`src/rtl/dl_ctrl_if.sv`:
```
// Request/latch-drive bundle between a requester and dl_ctrl.
// The requester drives v/din; dl_ctrl drives rdy, the latch pins e/d and done.
interface dl_ctrl_if #(
  parameter int unsigned W = 1
);
  logic         v;
  logic [W-1:0] din;
  logic         rdy;
  logic         e;
  logic [W-1:0] d;
  logic         done;

  modport master (
    output v,
    output din,
    input  rdy,
    input  e,
    input  d,
    input  done
  );

  modport slave (
    input  v,
    input  din,
    output rdy,
    output e,
    output d,
    output done
  );
endinterface

```
`src/rtl/dl_ctrl.sv`:
```
// Write sequencer for a bank of dl D-latches: setup, enable pulse, then hold, with d frozen
// while e is high. Optional macro DL_CTRL_SKIP_EN skips rewrites of an unchanged value.
module dl_ctrl #(
  parameter int unsigned W         = 1,
  parameter int unsigned SETUP_CYC = 2,
  parameter int unsigned OPEN_CYC  = 3,
  parameter int unsigned HOLD_CYC  = 1
) (
  input logic     clk,
  input logic     rst_n,
  dl_ctrl_if.slave bus
);

  localparam int unsigned MaxSo  = (SETUP_CYC > OPEN_CYC) ? SETUP_CYC : OPEN_CYC;
  localparam int unsigned MaxCyc = (MaxSo > HOLD_CYC) ? MaxSo : HOLD_CYC;
  localparam int unsigned CntW   = $clog2(MaxCyc) + 1;

  // HOLD_CYC of 0 never loads the counter; clamp to avoid an underflowed constant.
  localparam int unsigned HoldLoad = (HOLD_CYC > 0) ? HOLD_CYC - 1 : 0;

  typedef enum logic [1:0] {
    StIdle,
    StSetup,
    StOpen,
    StHold
  } state_e;

  state_e          state_q;
  logic [CntW-1:0] cnt_q;
  logic            e_q;
  logic [W-1:0]    d_q;
  logic            done_q;
  logic            skip;
  logic            fin;

`ifdef DL_CTRL_SKIP_EN
  logic wr_ok_q;

  // The latch already holds d_q once a write has completed; an equal request needs no pulse.
  assign skip = wr_ok_q && (bus.din == d_q);

  always_ff @(posedge clk) begin
    if (!rst_n) begin
      wr_ok_q <= 1'b0;
    end else if (fin) begin
      wr_ok_q <= 1'b1;
    end
  end
`else
  assign skip = 1'b0;
`endif

  // Completion edge: the cycle after this edge carries the done pulse.
  always_comb begin
    fin = 1'b0;
    unique case (state_q)
      StIdle:  fin = bus.v && skip;
      StOpen:  fin = (cnt_q == '0) && (HOLD_CYC == 0);
      StHold:  fin = (cnt_q == '0);
      default: fin = 1'b0;
    endcase
  end

  always_ff @(posedge clk) begin
    if (!rst_n) begin
      state_q <= StIdle;
      cnt_q   <= '0;
      e_q     <= 1'b0;
      d_q     <= '0;
      done_q  <= 1'b0;
    end else begin
      done_q <= fin;
      unique case (state_q)
        StIdle: begin
          if (bus.v && !skip) begin
            d_q     <= bus.din;
            cnt_q   <= CntW'(SETUP_CYC - 1);
            state_q <= StSetup;
          end
        end
        StSetup: begin
          if (cnt_q == '0) begin
            e_q     <= 1'b1;
            cnt_q   <= CntW'(OPEN_CYC - 1);
            state_q <= StOpen;
          end else begin
            cnt_q <= cnt_q - 1'b1;
          end
        end
        StOpen: begin
          if (cnt_q == '0) begin
            e_q <= 1'b0;
            if (HOLD_CYC > 0) begin
              cnt_q   <= CntW'(HoldLoad);
              state_q <= StHold;
            end else begin
              state_q <= StIdle;
            end
          end else begin
            cnt_q <= cnt_q - 1'b1;
          end
        end
        StHold: begin
          if (cnt_q == '0) begin
            state_q <= StIdle;
          end else begin
            cnt_q <= cnt_q - 1'b1;
          end
        end
        default: state_q <= StIdle;
      endcase
    end
  end

  assign bus.rdy  = (state_q == StIdle);
  assign bus.e    = e_q;
  assign bus.d    = d_q;
  assign bus.done = done_q;

endmodule
```
`src/flat_wrapper.sv`:
```
// flat-port wrapper written by rule: the top's interface ports become plain ports
module dl_ctrl_flat 
#(
  parameter int unsigned W         = 1,
  parameter int unsigned SETUP_CYC = 2,
  parameter int unsigned OPEN_CYC  = 3,
  parameter int unsigned HOLD_CYC  = 1
)
  (clk, rst_n, bus_v, bus_din, bus_rdy, bus_e, bus_d, bus_done);
  dl_ctrl_if #(.W(W)) bus_i ();
  input logic clk;
  input logic rst_n;
  input wire logic [$bits(bus_i.v)-1:0] bus_v;
  input wire logic [$bits(bus_i.din)-1:0] bus_din;
  output wire logic [$bits(bus_i.rdy)-1:0] bus_rdy;
  output wire logic [$bits(bus_i.e)-1:0] bus_e;
  output wire logic [$bits(bus_i.d)-1:0] bus_d;
  output wire logic [$bits(bus_i.done)-1:0] bus_done;
  assign bus_i.v = bus_v;
  assign bus_i.din = bus_din;
  assign bus_rdy = bus_i.rdy;
  assign bus_e = bus_i.e;
  assign bus_d = bus_i.d;
  assign bus_done = bus_i.done;
  dl_ctrl #(.W(W), .SETUP_CYC(SETUP_CYC), .OPEN_CYC(OPEN_CYC), .HOLD_CYC(HOLD_CYC)) u_core (.clk(clk), .rst_n(rst_n), .bus(bus_i));
endmodule
```
`config.mk`:
```
export PLATFORM = sky130hd
export DESIGN_NAME = dl_ctrl_flat
export DESIGN_NICKNAME = d
export VERILOG_FILES = /design/src/rtl/dl_ctrl_if.sv /design/src/rtl/dl_ctrl.sv /design/src/flat_wrapper.sv
export SDC_FILE = /design/constraint.sdc
export NUM_CORES = 1
export LEC_CHECK = 0
export ABC_AREA = 1
export BUFFER_PORTS_ARGS = -buffer_cell sky130_fd_sc_hd__buf_2
export CAP_MARGIN = 20
export CORE_AREA = 2 2 39 41
export DETAILED_ROUTE_END_ITERATION = 6
export DIE_AREA = 0 0 41 43
export HOLD_SLACK_MARGIN = 0.12
export PLACE_DENSITY = 0.53
export REMOVE_ABC_BUFFERS = 1
export SLEW_MARGIN = 20
export SYNTH_ARGS = -nofsm -noshare
export SYNTH_HDL_FRONTEND = slang
export SYNTH_SLANG_ARGS = --single-unit
export TNS_END_PERCENT = 5
```
`constraint.sdc`:
```
create_clock -name clk -period 1.99 [get_ports clk]
set_input_delay 0.199 -clock clk [delete_from_list [all_inputs] [get_ports clk]]
set_output_delay 0.199 -clock clk [all_outputs]
set_load 0.005 [all_outputs]
```
==> reports/results.tsv <==
stage	metric	value	unit
power	power share of the sequential group	29.2	%
worst_setup_path	crit path max fanout	4	
floorplanning	DIE HEIGHT	43	um
worst_setup_path	reg2reg end	u_core.state_q[0]	
detailed_routing	drt total wl	936	um
clock_tree	H-tree depth	1	
run_status	status	complete, no violations	
floorplanning	top-level port count	8	
global_route	antenna violations before repair	0	
detailed_routing	vias	415	
clock_tree	maximum clock path buffer count	2	
sta	post-route minimum period	1330	ps
sta	FMAX	751	MHz
logic_synthesis	cell area after synthesis	483	sq um
clock_tree	Worst-path clk slew	50	ps
power	VDD IR max	0.574	mV
logic_synthesis	Seq/Total Area, Yosys	33.2	%
sta	RSZ-0062 raised after global routing	false	
cells_and_area	number of fillers in the final layout	148	
clock_tree	clock buffer count from CTS	3	
worst_setup_path	Reg2Reg Depth	6	
global_route	vias in the first global route	387	
floorplanning	core area	1380	sq um
clock_tree	Clock Latency Late Sink	260	ps
clock_tree	Gates resized, CTS repair	0	
logic_synthesis	Synth Area per Inst	7.43	sq um
logic_synthesis	Netlist cell types	15	
power	Leak Pwr	0.000281	uW
clock_tree	CTS tree	yes	
hold_path	end of the worst hold path	u_core.bus.d	
sta	Final Cycle Share	66.9	%
clock_tree	Setup Buffers After CTS	0	
cells_and_area	Final #Nets	88	
logic_synthesis	Synth Register Bits	8	
cells_and_area	share of cells above drive strength 1	24.0	%
worst_setup_path	slowest cell on the critical path	dfxtp_1	
run	MaxCap Viol Count	0	
power	PD cells	1460	nW/um^2
worst_setup_path	CP startpoint kind	register	
clock_tree	hold buffer count at cts	0	
sta	Slew HR	88.0	%
worst_setup_path	worst path required time	1790	ps
sta	Tightest Pin Transition	179	ps
power	P_int	455	uW
hold_path	Worst Hold Class	in -> reg	
worst_setup_path	CP max stage delay	360	ps
worst_setup_path	critical-path cell list	inv_1, ha_1, buf_2	
sta	skew final	5.87	ps
sta	Max Slew Vio Count	0	
worst_setup_path	launching point of the worst reg2reg path	u_core.state_q[0]	
placed_design	HPWL after DPL	739	um
placed_design	GP Congestion	0.694	
worst_setup_path	Worst Setup End Kind	primary output	
placed_design	IO Port Bufs	7	
global_route	largest net degree at the start of global routing	7	
worst_setup_path	CP startpoint	u_core.state_q[0]	
detailed_routing	post-route antenna net violation count	0	
sta	setup violators final	0	
power	combinational power share	54.9	%
floorplanning	Starting Density	34.9	%
hold_path	Hold Path Stages	3	
floorplanning	standard-cell row count	14	
power	clock power share	15.9	%
logic_synthesis	Post-Synthesis Cells	65	
worst_setup_path	WP data arrival	1130	ps
cells_and_area	# diodes	0	
detailed_routing	Vias/cell	4.56	
global_route	global-route wire length before repair	1.53	mm
clock_tree	Sink Count	8	
sta	Fin. Hold Viols	0	
power	Tot Pwr	821	uW
hold_path	min-delay src	bus_din	
logic_synthesis	Syn. warnings	0	
global_route	GRT Overall Usage	13.6	%
detailed_routing	initial drt markers	8	
detailed_routing	Routed WL per cell	10.3	um
worst_setup_path	crit path kind	reg -> out	
power	net switching power	366	uW
global_route	total gr overflow	0	
floorplanning	die area	1760	sq um
cells_and_area	area grow syn2layout	16.1	%
power	switch share	44.6	%
sta	setup TNS	0	ps
detailed_routing	# DRC	0	
clock_tree	CTS root buf	clkbuf_4	
worst_setup_path	Reg2Reg Setup Slack	670	ps
floorplanning	DIE WIDTH	41	um
detailed_routing	drt pass-1 iters	4	
[state kept, by name (all words and copies together) (netlist names)]
register / count
u_core.state_q: 2
u_core.bus.e: 1
u_core.cnt_q: 3
u_core.bus.d: 1
u_core.bus.done: 1
[synth_stat cells]
cell | n | share of area (%)
a31oi_1 | 1 | 1.3
nor3_1 | 1 | 1.0
inv_1 | 9 | 7.0
nand3_1 | 5 | 5.2
a21oi_1 | 5 | 5.2
inv_2 | 1 | 0.78
nand2_2 | 3 | 3.9
ha_1 | 7 | 18
o21ai_2 | 1 | 1.8
nor2_1 | 5 | 3.9
nor2_2 | 1 | 1.3
dfxtp_1 | 8 | 33
nand3_2 | 2 | 4.1
nand2_1 | 13 | 10
o21ai_0 | 3 | 3.1
[area by class of cell]
class	instances	area, sq um	area share [%]
clock buffers	3	22.5	4.02
flip-flops and latches	8	160	28.6
well taps	16	20.0	3.57
repair buffers	7	35.0	6.25
inverters	10	37.5	6.70
multi-input cells	47	285	50.9
[per-layer routing]
metal,global-route usage [%],vias up,share of wire (%)
li1,-,229,-
met1,16.9,178,47
met2,18.4,4,46
met3,3.14,4,3.2
met4,12.0,0,3.8
met5,0,-,0
[logic make-up (layout without fill, tap and decap cells)]
kind of cell             count (synthesis)  after routing  synth area share [%]
buffers and inverters                   10             20                  7.77
AO/OA/AOI/OAI                           10             10                  11.4
flip-flops                               8              8                  33.2
AND/OR/NAND/NOR                         30             30                  29.5
adder cells (fa/ha/maj)                  7              7                  18.1
[worst max-delay path: cells and delay by family (launching register included)]
family	cells	cell delay [ps]
buffers and inverters	2	250
DFF	1	360
adders and majority gates	1	260
[power groups by stage]
stage	sequential (uW)	combinational [uW]	clock, uW
floorplan	240	355	0
global placement	243	459	0
detailed placement	244	452	0
CTS	241	454	135
global route	245	511	145
finish	240	451	130
[how the worst max path moves through the flow]
| stage | slack, ps | depth (start not counted) | endpoint |
|---|---|---|---|
| 6_report | 660 | 3 | bus_rdy |
| 5_1_grt | 550 | 6 | u_core.state_q[0] |
| 4_1_cts | 660 | 6 | u_core.state_q[0] |
| 3_5_place_dp | 670 | 6 | u_core.state_q[0] |
| 3_3_place_gp | 660 | 6 | u_core.state_q[0] |
| 2_1_floorplan | 810 | 7 | u_core.cnt_q[0] |
[through the flow]
stage | instance area, sq um | setup WS (ps) | utilization, % | std cells | hold slack, ps
after CTS | 561 | 657 | 40.5 | 91 | 203
after global placement | 538 | 665 | 38.9 | 88 | 448
after floorplan | 483 | 813 | - | 65 | 319
after detailed placement | 538 | 667 | 38.9 | 88 | 453
final | 561 | 658 | 40.5 | 91 | 200
after global routing | 561 | 552 | 40.5 | 91 | 218
[placed cells by master (no fill, tap or decap), types with 5 or more instances in the layout]
cell type / netlist / layout
ha_1: 7 / 7
a21oi_1: 5 / 5
buf_2: 0 / 7
nand2_1: 13 / 13
dfxtp_1: 8 / 8
nor2_1: 5 / 5
nand3_1: 5 / 5
inv_1: 9 / 9
No activity file was read; power rests on OpenSTA's default activity.
